===== config.mk =====
export PLATFORM = sky130hd
export DESIGN_NAME = vga_sync_monitor
export DESIGN_NICKNAME = d
export VERILOG_FILES = /design/src/rtl/vga_sync_monitor.sv
export SDC_FILE = /design/constraint.sdc
export NUM_CORES = 1
export LEC_CHECK = 0
export ABC_AREA = 1
export CAP_MARGIN = 15
export CORE_MARGIN = 2
export CORE_UTILIZATION = 52
export CTS_CLUSTER_DIAMETER = 60
export CTS_CLUSTER_SIZE = 12
export DETAILED_ROUTE_END_ITERATION = 6
export HOLD_SLACK_MARGIN = 0.03
export PLACE_DENSITY = 0.76
export SKIP_LAST_GASP = 1
export SLEW_MARGIN = 20
export SYNTH_ARGS = -nofsm -noshare
export SYNTH_HDL_FRONTEND = slang
export SYNTH_SLANG_ARGS = --single-unit

===== constraint.sdc =====
create_clock -name clk_i -period 2.52 [get_ports clk_i]
set_input_delay 0.756 -clock clk_i [delete_from_list [all_inputs] [get_ports clk_i]]
set_output_delay 0.756 -clock clk_i [all_outputs]
set_load 0.1 [all_outputs]

===== src/rtl/vga_sync_monitor.sv =====
// Measures VGA timing (line/frame geometry, sync width), checksums active pixels
// per frame, and tracks timing lock with a sticky mismatch flag.
module vga_sync_monitor (
  input  logic        clk_i,
  input  logic        rst_i,
  input  logic        hsync_i,
  input  logic        vsync_i,
  input  logic        hsync_pol_i,
  input  logic        vsync_pol_i,
  input  logic        hblank_i,
  input  logic        vblank_i,
  input  logic [23:0] rgb_i,
  input  logic        clr_err_i,
  output logic [11:0] h_total_o,
  output logic [11:0] h_active_o,
  output logic [11:0] hs_width_o,
  output logic [10:0] v_total_o,
  output logic [10:0] v_active_o,
  output logic [31:0] frame_sum_o,
  output logic        frame_done_o,
  output logic        locked_o,
  output logic        err_o
);
  localparam logic [1:0] UNLOCKED = 2'd0;
  localparam logic [1:0] ACQUIRE  = 2'd1;
  localparam logic [1:0] LOCKED   = 2'd2;

  logic        hsync_q, vsync_q, hpol_q, vpol_q, hblank_q, vblank_q, clr_q;
  logic [23:0] rgb_q, rgb2_q;
  logic        hs_act_q, vs_act_q, hs_prev_q, vs_prev_q, hblank2_q, vblank2_q;
  logic [11:0] hcnt_q, hcnt_d, hact_q, hact_d, hsw_q, hsw_d;
  logic [11:0] ht_stg_q, ht_stg_d, ha_stg_q, ha_stg_d, hsw_stg_q, hsw_stg_d;
  logic [11:0] ref_q, ref_d, h_line;
  logic [10:0] vcnt_q, vcnt_d, vact_q, vact_d;
  logic [31:0] acc_q, acc_d;
  logic        ref_vld_q, ref_vld_d, fault_q, fault_d, seen_q;
  logic [1:0]  state_q, state_d;
  logic [11:0] h_total_q, h_active_q, hs_width_q;
  logic [10:0] v_total_q, v_active_q;
  logic [31:0] sum_q;
  logic        done_q, err_q, err_d, err_set;
  logic        hs_edge, hs_fall, vs_edge, upd, sat_now, line_bad, frame_fault;

  // The activity flags are registered once more (reset to 1) so no edge can be
  // invented from the cleared capture stage right after reset.
  always_ff @(posedge clk_i) begin
    if (rst_i) begin
      hsync_q   <= 1'b0; vsync_q   <= 1'b0; hpol_q    <= 1'b0; vpol_q <= 1'b0;
      hblank_q  <= 1'b0; vblank_q  <= 1'b0; clr_q     <= 1'b0; rgb_q  <= '0;
      hs_act_q  <= 1'b1; vs_act_q  <= 1'b1; hs_prev_q <= 1'b1; vs_prev_q <= 1'b1;
      hblank2_q <= 1'b0; vblank2_q <= 1'b0; rgb2_q    <= '0;
    end else begin
      hsync_q   <= hsync_i;   vsync_q   <= vsync_i;
      hpol_q    <= hsync_pol_i; vpol_q  <= vsync_pol_i;
      hblank_q  <= hblank_i;  vblank_q  <= vblank_i;
      clr_q     <= clr_err_i; rgb_q     <= rgb_i;
      hs_act_q  <= (hsync_q == hpol_q);
      vs_act_q  <= (vsync_q == vpol_q);
      hs_prev_q <= hs_act_q;  vs_prev_q <= vs_act_q;
      hblank2_q <= hblank_q;  vblank2_q <= vblank_q; rgb2_q <= rgb_q;
    end
  end

  always_comb begin
    hs_edge  = hs_act_q & ~hs_prev_q;
    hs_fall  = ~hs_act_q & hs_prev_q;
    vs_edge  = vs_act_q & ~vs_prev_q;
    upd      = vs_edge & seen_q;
    h_line   = (&hcnt_q) ? hcnt_q : hcnt_q + 12'd1;
    sat_now  = (&hcnt_q) | (&hact_q) | (&hsw_q) | (&vcnt_q) | (&vact_q);
    line_bad = hs_edge & ref_vld_q & (h_line != ref_q);

    hcnt_d    = hs_edge ? 12'd0 : h_line;
    hact_d    = hs_edge ? {11'd0, ~hblank2_q}
              : (~hblank2_q & ~(&hact_q)) ? hact_q + 12'd1 : hact_q;
    ht_stg_d  = hs_edge ? h_line : ht_stg_q;
    ha_stg_d  = hs_edge ? hact_q : ha_stg_q;
    hsw_d     = ~hs_act_q ? hsw_q : hs_edge ? 12'd1 : (&hsw_q) ? hsw_q : hsw_q + 12'd1;
    hsw_stg_d = hs_fall ? hsw_q : hsw_stg_q;

    // An HS edge coincident with VS opens the new frame, so it seeds the counts.
    vcnt_d = vs_edge ? {10'd0, hs_edge}
           : (hs_edge & ~(&vcnt_q)) ? vcnt_q + 11'd1 : vcnt_q;
    vact_d = vs_edge ? {10'd0, hs_edge & ~vblank2_q}
           : (hs_edge & ~vblank2_q & ~(&vact_q)) ? vact_q + 11'd1 : vact_q;
    acc_d  = (vs_edge ? 32'd0 : acc_q) + ((~hblank2_q & ~vblank2_q) ? {8'd0, rgb2_q} : 32'd0);

    frame_fault = fault_q | sat_now;
    fault_d     = vs_edge ? 1'b0 : (fault_q | line_bad | sat_now);
    ref_vld_d   = vs_edge ? hs_edge : (ref_vld_q | hs_edge);
    ref_d       = (hs_edge & (vs_edge | ~ref_vld_q)) ? h_line : ref_q;

    state_d = state_q;
    err_set = 1'b0;
    if (upd) begin
      case (state_q)
        UNLOCKED: state_d = ACQUIRE;
        ACQUIRE:  if (!frame_fault && ht_stg_q == h_total_q && vcnt_q == v_total_q)
                    state_d = LOCKED;
        LOCKED:   if (frame_fault || vcnt_q != v_total_q) begin
                    state_d = ACQUIRE;
                    err_set = 1'b1;
                  end
        default:  state_d = UNLOCKED;
      endcase
    end
    err_d = err_set | (err_q & ~clr_q);
  end

  always_ff @(posedge clk_i) begin
    if (rst_i) begin
      hcnt_q <= '0; hact_q <= '0; hsw_q <= '0; ht_stg_q <= '0; ha_stg_q <= '0;
      hsw_stg_q <= '0; ref_q <= '0; vcnt_q <= '0; vact_q <= '0; acc_q <= '0;
      ref_vld_q <= 1'b0; fault_q <= 1'b0; seen_q <= 1'b0; state_q <= UNLOCKED;
      h_total_q <= '0; h_active_q <= '0; hs_width_q <= '0; v_total_q <= '0;
      v_active_q <= '0; sum_q <= '0; done_q <= 1'b0; err_q <= 1'b0;
    end else begin
      hcnt_q <= hcnt_d; hact_q <= hact_d; hsw_q <= hsw_d; ht_stg_q <= ht_stg_d;
      ha_stg_q <= ha_stg_d; hsw_stg_q <= hsw_stg_d; ref_q <= ref_d;
      vcnt_q <= vcnt_d; vact_q <= vact_d; acc_q <= acc_d;
      ref_vld_q <= ref_vld_d; fault_q <= fault_d; seen_q <= seen_q | vs_edge;
      state_q <= state_d; done_q <= upd; err_q <= err_d;
      if (upd) begin
        h_total_q  <= ht_stg_q;  h_active_q <= ha_stg_q; hs_width_q <= hsw_stg_q;
        v_total_q  <= vcnt_q;    v_active_q <= vact_q;   sum_q      <= acc_q;
      end
    end
  end

  assign h_total_o    = h_total_q;
  assign h_active_o   = h_active_q;
  assign hs_width_o   = hs_width_q;
  assign v_total_o    = v_total_q;
  assign v_active_o   = v_active_q;
  assign frame_sum_o  = sum_q;
  assign frame_done_o = done_q;
  assign locked_o     = (state_q == LOCKED);
  assign err_o        = err_q;
endmodule


**Yosys cells after proc, flatten, opt, wreduce, memory -nomap -nowiden**

Cells that the tools add are included.

- $add $sub $neg: 6
- Equality and inequality tests: 11
- Multiplexer cells: 18
- Bitwise operators: 34
- Reduce and logical (&&, ||, !) cells: 17

Operator list:

| kind | count |
|---|---|
| $add 12x1->12 const B | 3 |
| $mux 12 | 3 |
| $reduce_and 12->1 | 3 |
| $add 32x24->32 | 1 |
| $mux 32 | 1 |
| $mux 24 | 1 |
| $add 11x1->11 const B | 2 |
| $reduce_and 11->1 | 2 |
| $and 1x1->1 | 13 |
| $eq 12x12->1 | 1 |
| $ne 12x12->1 | 1 |
| $eq 11x11->1 | 1 |
| $ne 11x11->1 | 1 |
| $or 1x1->1 | 11 |
| $mux 1 | 10 |
| $not 1->1 | 10 |
| $pmux 2 s3 | 1 |
| $reduce_bool 2->1 | 3 |
| $mux 2 | 2 |
| $ne 2x2->1 const B | 2 |
| $reduce_or 2->1 | 2 |
| $reduce_and 3->1 | 1 |
| $eq 1x1->1 | 2 |
| $eq 2x1->1 const B | 1 |
| 7 further kinds | 8 |

- Bits in registers: 296
- Bits of input ports: 33
- Output and inout bits: 93
- Word-level logic and storage cells: 126

**Logic depth before layout (Yosys ltp)**

Gate-level depths: netlist (run 1).

- Depth in word-level cells: 11
- Gate-level depth with buffers: 19
- Gate-level depth less buffers: 17

**Least setup slack after synthesis (run 1)**

OpenSTA, ideal clock, no wires.

- Path type: register to register
- Start point: reg vs_act_q
- End point: reg acc_q[26]
- Library setup time: 0.115 ns
- Arrival time: 2.567 ns
- Data required time: 2.405 ns
- Path slack: -0.162 ns
- Cell stages (with the launch flop): 20
- Buffers on the path: 2
- Period minus slack after synthesis: 2.682 ns
- Cell sequence: dfxtp_1 -> inv_2 -> nor2_4 -> clkbuf_1 -> buf_1 -> nor2_1 -> ha_1 -> fa_1 -> nand2_1 -> nand2_1 -> o21ai_2 -> o21ai_2 -> nand2_1 -> nand2_1 -> nand2_1 -> nand3_1 -> nand2_1 -> nand3_1 -> nand2_1 -> nor2_1

- Cells in the longest elaborated chain, start to end: 3

Ends and longest elaborated chain:

| element | RTL line | source |
|---|---|---|
| start, declared | 30 | `logic hs_act_q, vs_act_q, hs_prev_q, vs_prev_q, hblank2_q, vblank2_q;` |
| start signal, assigned | 58 | `vs_act_q <= (vsync_q == vpol_q);` |
| $and 1x1->1 | 67 | `vs_edge = vs_act_q & ~vs_prev_q;` |
| $mux 32 | 86 | `acc_d = (vs_edge ? 32'd0 : acc_q) + ((~hblank2_q & ~vblank2_q) ? {8'd0, rgb2_q} : 32'd0);` |
| $add 32x24->32 | 86 |  |
| end signal, assigned | 113 | `hsw_stg_q <= '0; ref_q <= '0; vcnt_q <= '0; vact_q <= '0; acc_q <= '0;` |
| end signal, assigned | 120 | `vcnt_q <= vcnt_d; vact_q <= vact_d; acc_q <= acc_d;` |
| end, declared | 35 | `logic [31:0] acc_q, acc_d;` |

Every way passes these cells.
A chain may end at the register's enable or synchronous reset.

**Final worst setup path (run 1)**

- Start point: reg hblank2_q
- End point: reg acc_q[31]

- Cells in the longest elaborated chain, start to end: 4

Ends and longest elaborated chain:

| element | RTL line | source |
|---|---|---|
| start, declared | 30 |  |
| start signal, assigned | 60 | `hblank2_q <= hblank_q; vblank2_q <= vblank_q; rgb2_q <= rgb_q;` |
| $not 1->1 | 86 |  |
| $and 1x1->1 | 86 |  |
| $mux 24 | 86 |  |
| $add 32x24->32 | 86 |  |

Every way passes these cells.

==> flow_summary.ini, run 1 <==
[logic_synthesis]
synth.largest_area_cell = dfxtp_1
synth-edff-count = 0
syn_area_sq_mm = 0.0131
synth.yosys.warnings = 0
synthCells = 1802
ys.flop_type = dfxtp_1
syn-mean-instance-area_sq_um = 7.25
async_flop_share_pct = 0
syn_nets = 1865
synth.top_cells.by_area = dfxtp_1 45%, nor2_1 9.2%, inv_1 7.9%
ys_ff_latch = 296
ys_seq_area_share_pct = 45.4
synth_top_area_share_pct = 45.4
yosysUniqueCellTypes = 50

[final_layout]
insertedDiodeCount = 0
syn2layout_area_growth_pct = 19.9
final_common_cell = nor2_1
most-common-layout-cells = 314 x nor2_1, 293 x dfxtp_1, 273 x inv_1, 238 x nand2_1, 184 x o21ai_0
drive_gt1_share_pct = 14.9
nFillCells = 2261
layout.nets = 2011

[power]
power_density_mw_per_mm2 = 623
ir_drop_v = 0.000479
p_leak_nw = 6.98

[floorplanning]
fp.coreArea_sq_mm = 0.0249
rows = 58
dieHeight_um = 162
start_util_pct = 52.5
ioPinCount = 126
die-area_sq_mm = 0.0264
die_w_um = 162

[setup_path]
crit_buf_inv = 3
critPathKind = reg -> reg
crit_chain = or2_4 -> buf_4 -> nor2_1 -> ha_1 -> a21oi_1 -> o21ai_1 -> buf_4 -> nand2_1 -> nand2_1 -> inv_1 -> nor2_1 -> a31oi_1 -> nand3_1 -> nand2_1 -> nor2_1
path_max_fanout = 5
required_ns = 2.96
r2r_slack_ns = 0.13
max_stage_delay_ns = 0.35
r2r-start = hblank2_q
cp.depth = 15
crit_path_start = hblank2_q
ff2ff_path_depth = 15
cpLargestDelayFamily = simple AND/OR/NAND/NOR gates
end_kind = flip-flop
endpoint = acc_q[31]
slowest_stage = dfxtp_2
arrival_ns = 2.83
r2r-end = acc_q[31]
start_kind = flip-flop

[grt]
antenna_found_initial = 0
grt_max_degree = 76
grt.overflow.total = 0
grtUsageTotal_pct = 23.2
grt_pass1_wl_um = 51300
grt_pass1_vias = 10800

[clock_tree]
insertion_delay_ns = 0.55
cts.clk_slew.worst_paths_ns = 0.06
numCtsBuffers = 30
cts_tree = yes
htreeDepth = 1
cts.sinks = 296
cts_buffer_depth = 3
cts-root-buf = clkbuf_16

[sta]
worst_slack_ns = 0.133
maxSlewHeadroom_pct = 43.7
skew_ns = 0.00989
fmax_mhz = 419
final_max_slew_viol_count = 0
tns_ns = 0
setup_viol = 0
tightest_slew_ns = 0.843
period_minus_slack_ns = 2.39
rsz0062_at_grt = true
hold_violations = 0
final.period_utilization_pct = 94.7

[routing]
wirelength_um = 31700
drtIter0Drc = 861
ant_nets = 0
vias_per_cell = 5.11
drc = 0
wl_per_cell_um = 13.9
dr.pass1.iters = 5
num_vias = 11700

[place]
pre_cts_slack_ns = -0.0374
dp_hpwl_um = 21900
placement.io_buffers = 125
place.gp.congestion = 0.904

[hold_path]
hold_path.class = reg -> reg

[status]
status = finished, final reports clean

[run]
cap_viol_max_count = 0
routing by layer:
metal  vias to the layer above  wire [um]  GRT usage (%)  share of wire [%]
li1                       6021          -              -                  -
met1                      5308      14200           30.2                 45
met2                       277      15100           40.3                 48
met3                        60       1650           3.31                5.2
met4                         0        743           6.52                2.3
met5                         -          0              0                  0
report_power, final:
| part | internal [mW] | leakage, nW | switching (mW) |
|---|---|---|---|
| Sequential | 4.81 | 2.41 | 0.0622 |
| Clock | 2.37 | 0.423 | 1.72 |
| Combinational | 0.274 | 4.15 | 0.515 |
| Total | 7.46 | 6.98 | 2.30 |
cell type report:
| class | instances | area (sq um) | area share (%) |
|---|---|---|---|
| well taps | 330 | 413 | 2.64 |
| flip-flops and latches | 296 | 5930 | 37.9 |
| multi-input cells | 1159 | 5890 | 37.6 |
| repair buffers | 178 | 1490 | 9.49 |
| clock buffers | 32 | 779 | 4.98 |
| inverters | 283 | 1070 | 6.83 |
| clock inverters | 7 | 90.1 | 0.575 |
synthesized netlist by cell type (5+ instances only):
library cell    n
nor2_4          8
nand2_1       245
a21oi_1       154
o21ai_0       188
o22ai_1         9
nand3_2        10
nor3_1         18
dfxtp_1       296
nand2_2        16
inv_2           6
nor2_1        321
a31oi_1         8
ha_1           29
a21o_1          7
nor2_2          9
nand3_1        45
a211oi_1        5
nand4_1        23
xor2_1          7
inv_1         274
xnor2_1         9
clkbuf_1       47
buf_2          12
worst min-delay path by stage:
stage | slack (ns) | depth (start not counted) | from | endpoint
detailed placement | 0.39 | 2 | rgb_q[3] | rgb2_q[3]
CTS | 0.40 | 2 | rgb_q[18] | rgb2_q[18]
floorplan | 0.39 | 2 | hblank_q | hblank2_q
global placement | 0.39 | 2 | rgb_q[15] | rgb2_q[15]
finish | 0.40 | 2 | rgb_q[3] | rgb2_q[3]
global route | 0.41 | 2 | rgb_q[12] | rgb2_q[12]
timing repair:
action	in CTS	in global routing
hold buffers	0	0
gates cloned	0	4
pin swaps	0	15
setup endpoints to repair	6	13
buffers inserted	0	4
resized for setup	1	36
logic make-up after synthesis:
kind of cell	count (synthesis)	share of synthesized area [%]
and+or+nand+nor	720	24.3
AOI/OAI and AO/OA	391	15.8
buffers and inverters	349	10.5
DFF	296	45.4
adders and majority gates	30	2.93
xor gates and xnor gates	16	1.07
per-stage QoR:
stage	power (mW)	std cells	instance area, sq um	utilization [%]	hold WS (ns)
2_1_floorplan	5.48	1802	13100	-	0.388
3_3_place_gp	5.71	2238	14600	58.6	0.390
3_5_place_dp	5.73	2238	14600	58.6	0.392
4_1_cts	9.82	2277	15500	62.1	0.400
5_1_grt	10.1	2285	15700	62.9	0.414
6_report	9.76	2285	15700	62.9	0.400
worst reg2reg max path, delay by kind of cell (launching register included):
family	cells	cell delay, ns
AO/OA/AOI/OAI	3	0.51
adder cells (fa/ha/maj)	1	0.29
AND/OR/NAND/NOR	8	0.77
flip-flops	1	0.35
buffers and inverters	3	0.37
state kept, by name, indices dropped and copies added (netlist names), 12 cells and up:
signal / flops
h_active_o: 12
hs_width_o: 12
hsw_stg_q: 12
ref_q: 12
hsw_q: 12
frame_sum_o: 32
ha_stg_q: 12
rgb2_q: 24
ht_stg_q: 12
acc_q: 32
hcnt_q: 12
h_total_o: 12
rgb_q: 24
hact_q: 12
No activity file was read; power rests on OpenSTA's default activity.
==> run 2: changes to the inputs <==
ABC_CLOCK_PERIOD_IN_PS = 2520   (was not set)
==> results of run 2 <==
No change in the layout: final DEF, timing and power equal those of run 1.
==> variant 1 (flow settings as in run 2) <==
Register the output `h_total_o` once more, without a reset; this adds one clock of latency there. The other outputs are not delayed to match.
--- a/src/rtl/vga_sync_monitor.sv
+++ b/src/rtl/vga_sync_monitor.sv
@@ -127,7 +127,9 @@
     end
   end
 
-  assign h_total_o    = h_total_q;
+  always_ff @(posedge clk_i) begin
+    h_total_o <= h_total_q;
+  end
   assign h_active_o   = h_active_q;
   assign hs_width_o   = hs_width_q;
   assign v_total_o    = v_total_q;
Behaviour: not the same (a bounded check fails within 10 cycles, from zero or initial values and one cycle with rst_i high).
==> variant 1 against run 2 <==
Sequential cell count up 12. Synthesized area is 0.57% higher. Clock skew rose by 0.0042 ns. Final area rose by 1.8%. Setup slack lost 0.11 ns. Synthesized cell count is 0.17% higher. Count of clock-buffer cells in the layout did not move. Largest power group unchanged. Critical endpoint is now acc_q[28]. Total power increased by 2.3%. Routed wire length rose by 1.0%.
==> variant 1: results (changes against run 2) <==
Routing
  • Met3 routed WL: 1.58 mm (was 1.65 mm)
  • M1 wire length: 14.3 mm (was 14.2 mm)
  • Iter 0 DRT Violations: 883 (was 861)
  • Final wirelength: 32.0 mm (was 31.7 mm)
  • Via count: 11,800 (was 11,700)

Finish
  • Design area: 15,900 µm² (was 15,700 µm²)
  • Nets: 2,024 (was 2,011)
  • Inverter count: 278 (was 283)
  • Clock Network Area Fraction: 0.0539 (was 0.0555)

Setup path
  • CP max stage cell: dfxtp_1 (was dfxtp_2)
  • Slowest Stage Delay on Critical Path: 0.30 ns (was 0.35 ns)
  • Worst endpoint data arrival time: 2.92 ns (was 2.83 ns)
  • Worst R2R Start: vs_act_q (was hblank2_q)
  • CP Max Fanout: 9 (was 5)
  • R2r worst-path depth: 17 (was 15)
  • Reg-to-reg slack, setup: 0.03 ns (was 0.13 ns)
  • Worst R2R End: acc_q[28] (was acc_q[31])

Pwr
  • PnR Total Power: 9.99 mW (was 9.76 mW)
  • Static leakage: 6.89 nW (was 6.98 nW)
  • Maximum VDD drop: 531 µV (was 479 µV)
  • Pint: 7.67 mW (was 7.46 mW)

GRT
  • Global Route Usage Sum: 0.232 (about the same)
  • GR Util met3: 0.0293 (was 0.0331)
  • Largest net degree at the start of global routing: 139 (was 76)
  • M2 GR Usage: 0.409 (was 0.403)
  • Vias in the first global route: 10,900 (was 10,800)

STA
  • Worst hold slack: 0.383 ns (was 0.400 ns)
  • Worst Max-Slew Pin Slew: 0.579 ns (was 0.843 ns)
  • Layout Skew: 0.0140 ns (was 0.00989 ns)

Worst hold path
  • Hold path startpoint: h_total_q[9] (was rgb_q[3])
  • Worst hold stages: 0 (was 2)

Logic synthesis
  • Syn_nets: 1,868 (was 1,865)
  • Syn avg cell area: 7.28 µm² (was 7.25 µm²)
  • Sequential share of the synthesized area: 0.469 (was 0.454)
  • Synth top cells by count: 308 x dfxtp_1, 304 x nor2_1, 272 x inv_1 (was 321 x nor2_1, 296 x dfxtp_1, 274 x inv_1)
  • Area contributors post-synth: dfxtp_1 47%, nor2_1 8.7%, inv_1 7.8% (was dfxtp_1 45%, nor2_1 9.2%, inv_1 7.9%)

Status
  • Status: complete, no violations (unchanged)

Placed design
  • Post-DP HPWL: 22.4 mm (was 21.9 mm)
  • Routability congestion estimate: 0.957 (was 0.904)

CTS
  • # clock sinks: 308 (was 296)
==> variant 1: worst max-delay path by stage <==
stage	to	depth (start not counted)	from	slack [ns]
2_1_floorplan	acc_q[28]	16	vblank2_q	0.002
3_3_place_gp	acc_q[28]	11	vblank2_q	-0.05
3_5_place_dp	acc_q[27]	14	vblank2_q	-0.05
4_1_cts	acc_q[26]	16	vs_act_q	0.03
5_1_grt	acc_q[28]	17	vs_act_q	-0.14
6_report	acc_q[28]	17	vs_act_q	0.03
==> variant 1: cells by family after synthesis <==
group	Yosys count	share of synthesized area
flip-flops	308	0.469
adder cells (fa/ha/maj)	30	0.0291
buffers and inverters	343	0.100
AO/OA/AOI/OAI	404	0.161
AND/OR/NAND/NOR	710	0.233
XOR/XNOR	10	0.00667
==> variant 1: timing repair <==
item / 4_1_cts / 5_1_grt
pin swaps: 0 / 22
cloned: 0 / 1
endpoints found under the setup margin: 9 / 20
resized for setup: 1 / 67
setup buffers: 0 / 14
==> variant 2 (config.mk and constraints of run 2) <==
Made on the original files. Reset style: asynchronous (`rst_i`), changed in 2 clocked blocks.
--- a/src/rtl/vga_sync_monitor.sv
+++ b/src/rtl/vga_sync_monitor.sv
@@ -43,7 +43,7 @@
 
   // The activity flags are registered once more (reset to 1) so no edge can be
   // invented from the cleared capture stage right after reset.
-  always_ff @(posedge clk_i) begin
+  always_ff @(posedge clk_i or posedge rst_i) begin
     if (rst_i) begin
       hsync_q   <= 1'b0; vsync_q   <= 1'b0; hpol_q    <= 1'b0; vpol_q <= 1'b0;
       hblank_q  <= 1'b0; vblank_q  <= 1'b0; clr_q     <= 1'b0; rgb_q  <= '0;
@@ -107,7 +107,7 @@
     err_d = err_set | (err_q & ~clr_q);
   end
 
-  always_ff @(posedge clk_i) begin
+  always_ff @(posedge clk_i or posedge rst_i) begin
     if (rst_i) begin
       hcnt_q <= '0; hact_q <= '0; hsw_q <= '0; ht_stg_q <= '0; ha_stg_q <= '0;
       hsw_stg_q <= '0; ref_q <= '0; vcnt_q <= '0; vact_q <= '0; acc_q <= '0;
Check against the original RTL: differs if rst_i is asserted again (counterexample within 10 cycles, from zero or initial values and one cycle with rst_i high); with rst_i held inactive, the same outputs for 10 cycles.
==> variant 2 against run 2 <==
The run now ends with setup timing left. Setup slack worse by 0.14 ns. First-iteration DRC count shrank 23%. Critical endpoint is now acc_q[22]. Worst hold slack got worse by 0.056 ns. Final area up 2.6%. Sequential cell count stayed put. Routed wire length decreased by 9.9%. Cell count shrank 11%. Count of clock-buffer cells in the layout is 10 higher. Critical path depth did not move. Synthesized area increased by 1.4%. Fmax down 5.7%. Synthesized cell count down 16%.
Power is not compared: it rests on default switching activity, and its combinational part moved more than twofold at a synthesized area within 25%.
==> variant 2: results (changes against run 2) <==
Placed design
  • Routability congestion estimate: 0.913 (was 0.904)
  • Post-DP HPWL: 20.5 mm (was 21.9 mm)
  • Placed cells: 1,984 (was 2,238)
  • Dpl ws: -0.0415 ns (was -0.0374 ns)

STA
  • Fin Setup TNS: -0.0117 ns (was 0 ns)
  • Layout Skew: 0.0109 ns (was 0.00989 ns)
  • Final WS setup: -0.0117 ns (was 0.133 ns)
  • # setup viols final: 1 (was 0)
  • Worst Max-Slew Pin Slew: 0.560 ns (was 0.843 ns)

Routing
  • Via density: 5.07 (was 5.11)
  • Final wirelength: 28.6 mm (was 31.7 mm)
  • Iter 0 DRT Violations: 667 (was 861)
  • WL per Instance: 14.0 µm (was 13.9 µm)
  • 1st-pass router iterations: 5 (unchanged)

GRT
  • Vias in the first global route: 9,834 (was 10,800)
  • Global Route Usage Sum: 0.216 (was 0.232)
  • First-pass GRT wire length: 47.1 mm (was 51.3 mm)
  • Initial antenna violation count: 0 (unchanged)
  • Largest net degree at the start of global routing: 91 (was 76)

Finish
  • Share of layout cells above drive strength 1: 0.157 (was 0.149)
  • # fillers: 2,062 (was 2,261)
  • Nets: 1,758 (was 2,011)

CTS
  • Worst skew pair latency: 0.54 ns
  • Num CTS Buffers: 29 (was 30)
  • Root Driver: clkbuf_16 (unchanged)
  • CTS clk-pin slew, worst paths: 0.06 ns (about the same)
  • H-Tree Depth: 1 (unchanged)
  • Clock buffer depth: 3 (unchanged)

Setup path
  • Slowest Stage Delay on Critical Path: 0.53 ns (was 0.35 ns)
  • Crit-path leading delay family: adder cells (was simple AND/OR/NAND/NOR gates)
  • CP max stage cell: dfstp_2 (was dfxtp_2)
  • Worst endpoint data arrival time: 2.95 ns (was 2.83 ns)
  • CP Max Fanout: 6 (was 5)

Logic synthesis
  • Area contributors post-synth: dfrtp_1 55%, nand2_1 11%, o21ai_0 5.5% (was dfxtp_1 45%, nor2_1 9.2%, inv_1 7.9%)
  • Synth top cells by count: 399 x nand2_1, 292 x dfrtp_1, 181 x inv_1 (was 321 x nor2_1, 296 x dfxtp_1, 274 x inv_1)
  • Sequential share of the synthesized area: 0.560 (was 0.454)
  • Async S/R FF share, synth: 1.00 (was 0)
  • Syn_nets: 1,580 (was 1,865)
  • Yosys cell types: 45 (was 50)
  • Synth Instances: 1,517 (was 1,802)

Worst hold path
  • Hold Path Class: flop to flop (unchanged)

Status
  • Status: finished with violations (was complete, no violations)
  • Violated checks: setup timing

Pwr
  • Static leakage: 7.90 nW
  • Maximum VDD drop: 896 µV
==> variant 2: cell type report <==
| cell class | instances | area share |
|---|---|---|
| flip-flops and latches | 296 | 0.461 |
| multi-input cells | 991 | 0.319 |
| repair buffers | 190 | 0.100 |
| clock buffers | 42 | 0.0482 |
| inverters | 187 | 0.0441 |
| well taps | 330 | 0.0257 |
| clock inverters | 3 | 0.00156 |
==> variant 2: logic make-up (layout without fill, tap and decap cells) <==
group,count (synthesis),after routing,synth area share
muxes,1,1,0.000850
and+or+nand+nor,661,661,0.208
AOI/OAI and AO/OA,246,246,0.0999
adders and majority gates,30,30,0.0289
xor gates and xnor gates,53,53,0.0351
DFF,296,296,0.560
buffers and inverters,230,422,0.0670
==> variant 2: timing repair <==
item	CTS	global route
hold buffers	0	0
setup buffers	1	9
gates resized for setup	5	35
setup endpoints to repair	6	18
pin swaps	5	9
==> variant 2: stage by stage <==
step	instance area (µm²)	total power, mW	hold WS (ns)
after floorplan	13300	10.0	0.331
after global placement	15000	11.4	0.331
after detailed placement	15000	11.5	0.335
after CTS	15900	15.3	0.347
after global routing	16100	16.1	0.349
final	16100	15.3	0.344
==> variant 2: metal layers <==
| layer | global-route usage | up-vias | wire (µm) |
|---|---|---|---|
| li1 | - | 5167 | - |
| met1 | 0.306 | 4873 | 13300 |
| met2 | 0.350 | 250 | 13300 |
| met3 | 0.0267 | 43 | 1290 |
| met4 | 0.0698 | 0 | 698 |
| met5 | 0 | - | 0 |
==> variant 2: final timing paths <==
kind	start	depth (start not counted)	end
max in group asynchronous	rst_i	3	v_active_o[1]
hold / removal	rgb_q[17]	0	rgb2_q[17]
setup / recovery	vs_act_q	15	acc_q[22]
setup reg to reg	vs_act_q	15	acc_q[22]
min in group asynchronous	rst_i	2	rgb_q[1]
hold reg to reg	rgb_q[17]	0	rgb2_q[17]
==> variant 2: power by group <==
group | total (mW) | switching, mW | internal (mW)
Combinational | 5.57 | 4.09 | 1.47
Clock | 3.80 | 1.70 | 2.11
Sequential | 5.97 | 0.468 | 5.51
Total | 15.3 | 6.26 | 9.09
